<file path="src/rtl/bus_pkg.sv">
// Shared types and default sizing for the serial system bus arbiter.
package bus_pkg;

    typedef enum logic [1:0] {
        IDLE  = 2'd0,
        GRANT = 2'd1,
        BUSY  = 2'd2
    } arb_state_t;

    localparam int DEF_NUM_MASTERS = 2;
    localparam int DEF_GNT_TIMEOUT = 8;

endpackage

</file>
<file path="src/rtl/rr_pick.sv">
// Combinational round-robin select: the requester closest after i_last wins.
module rr_pick #(
    parameter int N = 2
) (
    input  logic [N-1:0]         i_req,
    input  logic [$clog2(N)-1:0] i_last,
    output logic                 o_any,
    output logic [$clog2(N)-1:0] o_winner
);

    localparam int W = $clog2(N);

    int w_best;
    int w_dist;

    // Distance runs 1..N going forward from i_last, so i_last itself is checked last.
    always_comb begin
        o_any    = 1'b0;
        o_winner = '0;
        w_best   = N + 1;
        w_dist   = 0;
        for (int i = 0; i < N; i++) begin
            w_dist = (i > int'(i_last)) ? (i - int'(i_last)) : (i - int'(i_last) + N);
            if (i_req[i] && (w_dist < w_best)) begin
                w_best   = w_dist;
                o_winner = W'(i);
                o_any    = 1'b1;
            end
        end
    end

endmodule

</file>
<file path="src/rtl/bus_arbiter.sv">
// Round-robin owner of the shared serial bus: one-cycle grant, zero-latency
// steering of the owner's signals while BUSY, release on valid drop or timeout.
// Handshake: an owner transfer is "valid high at least once, then valid low";
// the cycle valid drops ends ownership. bus_ready is passed through only to the owner.
module bus_arbiter
    import bus_pkg::*;
#(
    parameter int NUM_MASTERS = DEF_NUM_MASTERS,
    parameter int GNT_TIMEOUT = DEF_GNT_TIMEOUT
) (
    input  logic                           clk,
    input  logic                           rstn,
    input  logic [NUM_MASTERS-1:0]         m_breq,
    output logic [NUM_MASTERS-1:0]         m_bgnt,
    input  logic [NUM_MASTERS-1:0]         m_addr,
    input  logic [NUM_MASTERS-1:0]         m_wdata,
    input  logic [NUM_MASTERS-1:0]         m_valid,
    output logic [NUM_MASTERS-1:0]         m_ready,
    output logic                           bus_addr,
    output logic                           bus_wdata,
    output logic                           bus_valid,
    input  logic                           bus_ready,
    output logic [$clog2(NUM_MASTERS)-1:0] bus_owner,
    output logic                           bus_busy,
    output logic                           arb_timeout,
    output arb_state_t                     dbg_state
);

    localparam int OW = $clog2(NUM_MASTERS);
    localparam int CW = $clog2(GNT_TIMEOUT + 1);
    localparam logic [CW-1:0] CNT_LAST = CW'(GNT_TIMEOUT - 1);

    arb_state_t    r_state;
    arb_state_t    w_next_state;
    logic [OW-1:0] r_owner;
    logic [OW-1:0] r_last_owner;
    logic [CW-1:0] r_cnt;
    logic          r_seen_valid;

    logic          w_any;
    logic [OW-1:0] w_winner;
    logic          w_own_valid;
    logic          w_release;
    logic          w_timeout;

    rr_pick #(.N(NUM_MASTERS)) u_rr_pick (
        .i_req    (m_breq),
        .i_last   (r_last_owner),
        .o_any    (w_any),
        .o_winner (w_winner)
    );

    assign w_own_valid = m_valid[r_owner];

    always_ff @(posedge clk or negedge rstn) begin
        if (!rstn) begin
            r_state      <= IDLE;
            r_owner      <= '0;
            r_last_owner <= OW'(NUM_MASTERS - 1);
            r_cnt        <= '0;
            r_seen_valid <= 1'b0;
        end else begin
            r_state <= w_next_state;
            if ((r_state == IDLE) && w_any) begin
                r_owner <= w_winner;
            end
            if (w_release || w_timeout) begin
                r_last_owner <= r_owner;
            end
            // Counter and seen flag restart whenever we are not inside a BUSY tenure.
            if (r_state != BUSY) begin
                r_cnt        <= '0;
                r_seen_valid <= 1'b0;
            end else if (!r_seen_valid) begin
                if (w_own_valid) begin
                    r_seen_valid <= 1'b1;
                end
                if (r_cnt != {CW{1'b1}}) begin
                    r_cnt <= r_cnt + 1'b1;
                end
            end
        end
    end

    always_comb begin
        w_next_state = r_state;
        w_release    = 1'b0;
        w_timeout    = 1'b0;
        m_bgnt       = '0;
        m_ready      = '0;
        bus_addr     = 1'b0;
        bus_wdata    = 1'b0;
        bus_valid    = 1'b0;
        case (r_state)
            IDLE: begin
                if (w_any) begin
                    w_next_state = GRANT;
                end
            end
            GRANT: begin
                m_bgnt[r_owner] = 1'b1;
                w_next_state    = BUSY;
            end
            BUSY: begin
                bus_addr         = m_addr[r_owner];
                bus_wdata        = m_wdata[r_owner];
                bus_valid        = w_own_valid;
                m_ready[r_owner] = bus_ready;
                if (r_seen_valid && !w_own_valid) begin
                    w_release = 1'b1;
                end else if (!r_seen_valid && !w_own_valid && (r_cnt == CNT_LAST)) begin
                    w_timeout = 1'b1;
                end
                if (w_release || w_timeout) begin
                    w_next_state = IDLE;
                end
            end
            default: begin
                w_next_state = IDLE;
            end
        endcase
    end

    assign arb_timeout = w_timeout;
    assign bus_owner   = r_owner;
    assign bus_busy    = (r_state != IDLE);
    assign dbg_state   = r_state;

endmodule

</file>
<file path="config.mk">
export PLATFORM = sky130hd
export DESIGN_NAME = bus_arbiter
export DESIGN_NICKNAME = d
export VERILOG_FILES = /design/src/rtl/bus_pkg.sv /design/src/rtl/rr_pick.sv /design/src/rtl/bus_arbiter.sv
export SDC_FILE = /design/constraint.sdc
export NUM_CORES = 1
export LEC_CHECK = 0
export ABC_AREA = 1
export CAP_MARGIN = 0
export CELL_PAD_IN_SITES_DETAIL_PLACEMENT = 0
export CELL_PAD_IN_SITES_GLOBAL_PLACEMENT = 1
export CORE_ASPECT_RATIO = 1.4
export CORE_MARGIN = 2
export CORE_UTILIZATION = 29
export DETAILED_ROUTE_END_ITERATION = 8
export GPL_TIMING_DRIVEN = 0
export PLACE_DENSITY_LB_ADDON = 0.1
export SYNTH_ARGS = -nofsm -noshare
export SYNTH_HDL_FRONTEND = slang
export SYNTH_SLANG_ARGS = --single-unit
</file>
<file path="constraint.sdc">
create_clock -name clk -period 1.8 [get_ports clk]
set_clock_uncertainty 0.05 [all_clocks]
set_input_delay 0.36 -clock clk [delete_from_list [all_inputs] [get_ports clk]]
set_output_delay 0.36 -clock clk [all_outputs]
set_load 0.05 [all_outputs]
</file>
==> results of run 1 <==
-- power groups by stage --
stage	combinational [uW]	clock [uW]	sequential (uW)
after floorplan	591	0	478
after global placement	976	0	376
after detailed placement	974	0	377
after CTS	952	163	379
after global routing	1090	173	379
final	1020	154	367
-- per-layer routing --
layer / wire (um) / part of all wire / track usage
met1: 511 / 0.40 / 0.157
met5: 0 / 0 / 0
met3: 53 / 0.041 / 0.0488
met2: 712 / 0.55 / 0.231
met4: 10 / 0.0078 / 0.0833
-- placed cells by master (no fill, tap or decap), drive strengths merged --
cell	count
nand2	27
inv	10
dlygate4sd2	4
a21oi	3
nand3b	1
clkdlybuf4s50	10
nand3	6
clkbuf	5
nor3	4
nor2	9
nand4	2
buf	11
ha	1
dfstp	1
o21ai	1
dfrtp	8
-- repair_timing --
action | in CTS | in global routing
setup endpoints to repair | 12 | 5
pin swaps | 1 | 2
resized for setup | 53 | 8
buffers inserted | 1 | 3
-- logic make-up (layout without fill, tap and decap cells) --
group	after synthesis	in the layout	share of synthesized area
buffers and inverters	10	40	0.0800
AND/OR/NAND/NOR	49	49	0.433
flip-flops	9	9	0.426
adder cells (fa/ha/maj)	1	1	0.0235
AO/OA/AOI/OAI	4	4	0.0376
-- final timing paths --
path	start	end	slack [ns]	cells past startpoint
min in group clk	r_last_owner	r_last_owner	0.42	2
worst max register to register	r_cnt[0]	r_cnt[3]	0.61	7
max in group asynchronous	rstn	bus_owner	1.03	1
worst min-delay path	rstn	r_cnt[2]	0.35	1
worst max-delay path	m_valid[1]	arb_timeout	0.003	7
worst min register to register	r_last_owner	r_last_owner	0.42	2
-- per-stage QoR --
step,setup slack (ns),instances,TNS [ns],power (uW)
final,0.00330,123,0,1540
after global routing,-0.0572,123,-0.0684,1650
after CTS,-0.0667,120,-0.0667,1490
after detailed placement,-0.632,115,-3.26,1350
after global placement,-0.631,115,-3.22,1350
after floorplan,0.00536,73,0,1070
-- cell type report --
cell class	instances	area share
multi-input combinational	54	0.370
sequential	9	0.261
timing repair buffer	26	0.258
inverter	10	0.0531
clock buffer	4	0.0293
tap	20	0.0279
-- state kept, by name, summed over array words and instances, names as in the netlist --
name          count
r_seen_valid      1
r_cnt             4
bus_owner         1
r_last_owner      1
dbg_state         2
==> results.md, run 1 <==
* Max Slew Vio Count at 0
* Comb power frac at 0.662
* Avg WL per Cell at approximately 10 um
* Nets at around 120
* Vias per std cell at about 4.6
* Clock-pin slew on the worst setup and hold paths at roughly 0.06 ns
* Max Fclk at 557 MHz
* Final Hold Vio Count at 0
* Synth area leader: dfrtp_1
* Synth top area cells: dfrtp_1, nand2_1, nand3_1
* EDFF count, synth at 0
* Status: finished clean
* Crit-path cells: clkdlybuf4s50_1 -> nand2_2 -> nand2_2 -> inv_4 -> nand2_4 -> nor3_4 -> buf_6
* Die X at between 40 and 50 um
* Vias in the first global route at between 400 and 500
* Asr flop ratio synth at 1.00
* Slowest stage delay, CP at between 0.4 and 0.5 ns
* CTS Hold Buffers Added at 0
* CP max-delay cell: clkdlybuf4s50_1
* Worst VDD drop at approximately 0.0010 V
* WP data required at ~1.4 ns
* Post-route DRC at 0
* CP delay by family, top: buffers and inverters
* Num CTS Buffers at 3
* Max-cap violations at 0
* Fin util at 0.510
* TritonCTS clock tree: built
* Antenna cells at 0
* Via Count at roughly 570
* Synth cell count leaders: nand2_1, dfrtp_1, inv_1
* Avg Cell Area, Syn at about 7.3 um2
* Crit path DAT at 1.39 ns
* Synth Instances at 73
* Most frequent cell after synthesis: nand2_1
* Initial DRC Count at 2
* Pint at ~700 uW
* Initial antenna violation count at 0
* Starting Density at 0.303
* Routability cong. at about 0.65
* Critical setup path kind: in -> out
* HP Class: in -> async
* Area Growth Syn to Fin at 68.5%
* WL final at between 1000 and 1500 um
* CP Buf/Inv Count at 3
* Sequential Area at roughly 230 um2
* Design Area, Final at around 900 um2
* Worst Tran Pin Value at 0.485 ns
* Top FF cell, synth: dfrtp_1
* Total core area at around 1800 um2
* P_sw at 856 uW
* Die height at approximately 55 um
* DIE AREA at ~2200 um2
* Multi-input gate area at 332 um2
* Worst skew pair latency at roughly 0.25 ns
* Number of port buffers at 22
* Layout cell share with drive strength beyond 1 at 0.388
* H-tree Lvls at 1
* TritonRoute pass-1 iters at 2
* CP startpoint kind: input port
* CP endpoint kind: output pin
* Top cell type's share of synthesized area at 0.376
* Root Driver: clkbuf_4
* YS warnings at 0
* Routed Antenna Nets at 0
* Clock Power Share at 0.100
* Flop pwr share at 0.238
* FF+latch count, synth at 9
* DP Area at just over 800 um2
* Global Route Usage Sum at 0.143
* CTS Sinks at 9
* # fillers at a little under 200
* Power Density at between 1500 and 2000 nW/um2
* Clock Tree Buf Depth at 2
* Fin Hold WS at between 0.3 and 0.4 ns
* Pleak at approximately 0.00043 uW
* Sw frac at 0.556
* Final-report setup violation count at 0
* Relative slew slack at 0.678
* Rows at 18
* Largest net degree at the start of global routing at 10
* Post-route minimum period at roughly 1.8 ns
* Netlist Area Pre-Place at 532 um2
* CP max FO at 3
* Num ports at 23
* Most frequent CP cell: nand2_2
* Period utilization at 0.998
* Synthesized net count at 85
* RSZ-0062 raised after global routing: true
* First-pass GRT wire length at 2060 um
* DP HPWL at ~990 um
* Seq/Total Area, Yosys at 0.426
* Gr ovfl total at 0
* Synth unique cells at 18
Power figures use the tool's default switching activity.
==> run 2, diff against run 1 <==
- CTS_CLUSTER_SIZE: unset -> 14
==> results of run 2 <==
No change in the layout: final DEF, timing and power equal those of run 1.
==> RTL change 1, RTL diff (settings of run 1) <==
`DEF_GNT_TIMEOUT`: 8 -> 4.
--- a/src/rtl/bus_pkg.sv
+++ b/src/rtl/bus_pkg.sv
@@ -9,5 +9,5 @@
 
     localparam int DEF_NUM_MASTERS = 2;
-    localparam int DEF_GNT_TIMEOUT = 8;
+    localparam int DEF_GNT_TIMEOUT = 4;
 
 endpackage
Function: changed (a bounded check fails within 10 cycles, from zero or initial values and one cycle with rstn low).
==> RTL change 1 against run 1 <==
Wire length is 1.7% higher. Sequential cell count is 1 lower. Setup slack gained 0.0016 ns. Register-to-register slack worse by 0.17 ns. Non-clock buffer count rose by 1. Final area is 1.7% lower. Critical endpoint unchanged. Critical path depth is 1 lower. Cell count fell by 5.7%. Synthesized cell count down 9.6%. Power increased by 4.8%. Synthesized area shrank 6.1%. Hold slack got worse by 0.029 ns.
==> RTL change 1: results <==
export IMPL_status="finished, final reports clean"
export IMPL_leakage_uw=0.000450
export IMPL_fillCellCount=174
export IMPL_nNetsFinal=112
export IMPL_max_stage_delay_ns=0.47
export IMPL_drt_iter0_markers=8
export IMPL_place_area_um2=808
export IMPL_r2r_slack_ns=0.44
export IMPL_place_congestion=0.672
export IMPL_critical_path_startpoint="bus_owner"
export IMPL_synth_common_cells="nand2_1 (19), dfrtp_1 (7), inv_1 (7)"
export IMPL_relSlewSlack_pct=67.3
export IMPL_r2r_start="r_cnt[1]"
export IMPL_synth_distinct_cells=17
export IMPL_start_util_pct=31.3
export IMPL_intPower_uw=692
export IMPL_pg_seq_uw=353
export IMPL_slowest_stage="dfrtp_2"
export IMPL_wl_per_cell_um=11.3
export IMPL_grt_max_degree=9
export IMPL_p_clk_share_pct=9.3
export IMPL_drive_above_1_share_pct=44.3
export IMPL_postCtsSetupRepairBufs=0
export IMPL_critical_path_top_delay_family="flip-flops"
export IMPL_synth_area_leaders="dfrtp_1 (35%), nand2_1 (14%), ha_1 (7.5%)"
export IMPL_largest_register_ffs=3
export IMPL_setup_ws_ns=0.00485
export IMPL_grt_pass1_wl_um=1820
export IMPL_grt_total_usage_pct=13.0
export IMPL_drtPass1Iterations=4
export IMPL_crit_fanout=7
[RTL change 1: cell count changes after synthesis]
| cell | change |
|---|---|
| ha_1 | +2 |
| dfrtp_1 | -1 |
| inv_2 | +2 |
| nor3_1 | -1 |
| nand2_4 | +2 |
| o21ai_1 | +2 |
| nand3b_1 | -1 |
| o21ai_0 | -1 |
| nand4_1 | -1 |
| nand2_1 | -5 |
| inv_6 | -1 |
| nand2_2 | -1 |
| nand3_1 | -3 |
[RTL change 1: cells by family (layout without fill, tap and decap cells)]
family	count (synthesis)	count (layout)	synth area share, %
AO/OA/AOI/OAI	5	5	5.01
adder cells (fa/ha/maj)	3	3	7.52
buffers and inverters	11	42	8.27
flip-flops	8	8	40.4
AND/OR/NAND/NOR	39	39	38.8
[RTL change 1: layer usage]
layer  GRT usage [%]  part of all wire, %  vias to the layer above
li1                -                    -                      270
met1            11.9                   38                      246
met2            23.9                   51                       20
met3            1.68                  8.2                        5
met4            10.3                  2.7                        0
met5               0                    0                        -
[RTL change 1: metrics by stage]
step	std cells	TNS (ns)	hold slack, ns	util (%)
floorplan	66	-0.128	0.0144	-
global placement	107	-3.27	0.420	50.7
detailed placement	107	-3.38	0.417	50.7
CTS	111	-0.0939	0.323	51.8
global route	116	-0.0511	0.354	55.2
finish	116	0	0.321	55.2
[RTL change 1: cell type report]
cell class | count | area [um^2] | share of cell area (%)
Multi-Input combinational cell | 47 | 348 | 39.5
Timing Repair Buffer | 27 | 234 | 26.6
Sequential cell | 8 | 203 | 23.0
Inverter | 11 | 46.3 | 5.26
Clock buffer | 4 | 26.3 | 2.98
Tap cell | 19 | 23.8 | 2.70
==> RTL change 2, RTL diff (flow settings as in run 1) <==
Without the edit above. Register the output `dbg_state` once more; this adds one clock of latency there. The other outputs are not delayed to match.
--- a/src/rtl/bus_arbiter.sv
+++ b/src/rtl/bus_arbiter.sv
@@ -125,5 +125,7 @@
     assign bus_owner   = r_owner;
     assign bus_busy    = (r_state != IDLE);
-    assign dbg_state   = r_state;
+    always_ff @(posedge clk) begin
+        dbg_state <= r_state;
+    end
 
 endmodule
Formal check against the unedited RTL: not equivalent (a bounded check fails within 4 cycles, from zero or initial values and one cycle with rstn low).
==> RTL change 2 against run 1 <==
Wire length grew 5.5%. Synthesized area grew 7.1%. Final area grew 5.0%. Sequential cell count grew 2. Power grew 7.4%. Largest cell class unchanged. The run now ends with setup timing left. Utilization shrank 1.5 points. Setup slack lost 0.039 ns. Global-route usage shrank 1.6 points. Critical endpoint unchanged. Cell count grew 7.3%.
==> RTL change 2: results <==
export IMPL_final_cells=132
export IMPL_grt_total_usage_pct=12.7
export IMPL_synth_area_leaders="dfrtp_1 (35%), nand2_1 (15%), nor2_1 (7.9%)"
export IMPL_hpwlAfterDp_um=1040
export IMPL_synth_avg_cell_area_um2=7.39
export IMPL_drive_above_1_share_pct=35.1
export IMPL_synth_fa_ha_area_share_pct=2.20
export IMPL_drt_total_wl_um=1360
export IMPL_r2r_end="r_state[1]"
export IMPL_drt_iter0_markers=8
export IMPL_met1Wirelength_um=542
export IMPL_r2r_slack_ns=0.59
export IMPL_place_congestion=0.735
export IMPL_r2r_start="r_cnt[1]"
export IMPL_post_place_cells=120
export IMPL_setup_ws_ns=-0.0360
export IMPL_synth_common_cells="nand2_1 (22), nor2_1 (12), dfrtp_1 (8)"
export IMPL_place_area_um2=843
export IMPL_syn_num_nets=89
export IMPL_status="finished with violations"
export IMPL_rr_worst_depth=6
export IMPL_fillCellCount=206
export IMPL_async_reset_ff_share_pct=81.8
export IMPL_hold_class="flop to flop"
export IMPL_grt_pass1_wl_um=2260
export IMPL_violations="setup timing"
export IMPL_ir_drop_uv=868
export IMPL_synth_compound_area_share_pct=6.15
export IMPL_routed_wl_met2_um=764
export IMPL_relSlewSlack_pct=66.5
export IMPL_grt_pass1_vias=559
export IMPL_setup_viol=2
## RTL change 2: worst max path at each step
stage                   to  cells after the start
4_1_cts        arb_timeout                      4
6_report       arb_timeout                      7
3_3_place_gp   arb_timeout                      7
5_1_grt        arb_timeout                      7
3_5_place_dp   arb_timeout                      7
2_1_floorplan   m_ready[1]                      2
## RTL change 2: repair_timing
item,in CTS,in global routing
hold endpoints to repair,0,0
gates resized for setup,48,16
endpoints found under the setup margin,10,11
pin swaps,1,2
buffers inserted,0,8
## RTL change 2: power breakdown
part,leakage (uW),switching [uW],internal [uW]
clock network,0.0000150,74.4,85.6
logic,0.000323,702,357
registers,0.000131,86.0,348
total,0.000469,863,790
## RTL change 2: final cells by class
type | instances | area [um^2] | share of cell area, %
repair buffers | 30 | 262 | 27.8
well taps | 21 | 26.3 | 2.79
flip-flops and latches | 11 | 268 | 28.5
inverters | 10 | 42.5 | 4.52
multi-input cells | 56 | 317 | 33.6
clock buffers | 4 | 26.3 | 2.79
## RTL change 2: through the flow
stage          hold slack (ns)  setup WS (ns)  setup TNS (ns)
2_1_floorplan           0.0144         0.0222               0
3_3_place_gp             0.312         -0.596           -3.01
3_5_place_dp             0.316         -0.591           -3.07
4_1_cts                  0.332        -0.0906         -0.0906
5_1_grt                  0.347         -0.114          -0.170
6_report                 0.328        -0.0360         -0.0520
## RTL change 2: logic make-up (layout without fill, tap and decap cells)
group,after synthesis,after routing
and+or+nand+nor,48,48
DFF,11,11
buffers and inverters,10,44
AOI/OAI and AO/OA,7,7
adders and majority gates,1,1
## RTL change 2: critical path, delay by kind of cell
kind	cells	cell delay (ns)
buf+inv	3	0.68
simple gates	4	0.40
## RTL change 2: per-layer routing
layer  up-vias  track usage, %
li1        310               -
met3         2            2.89
met4         0            8.29
met5         -               0
met2        12            21.2
met1       274            14.1
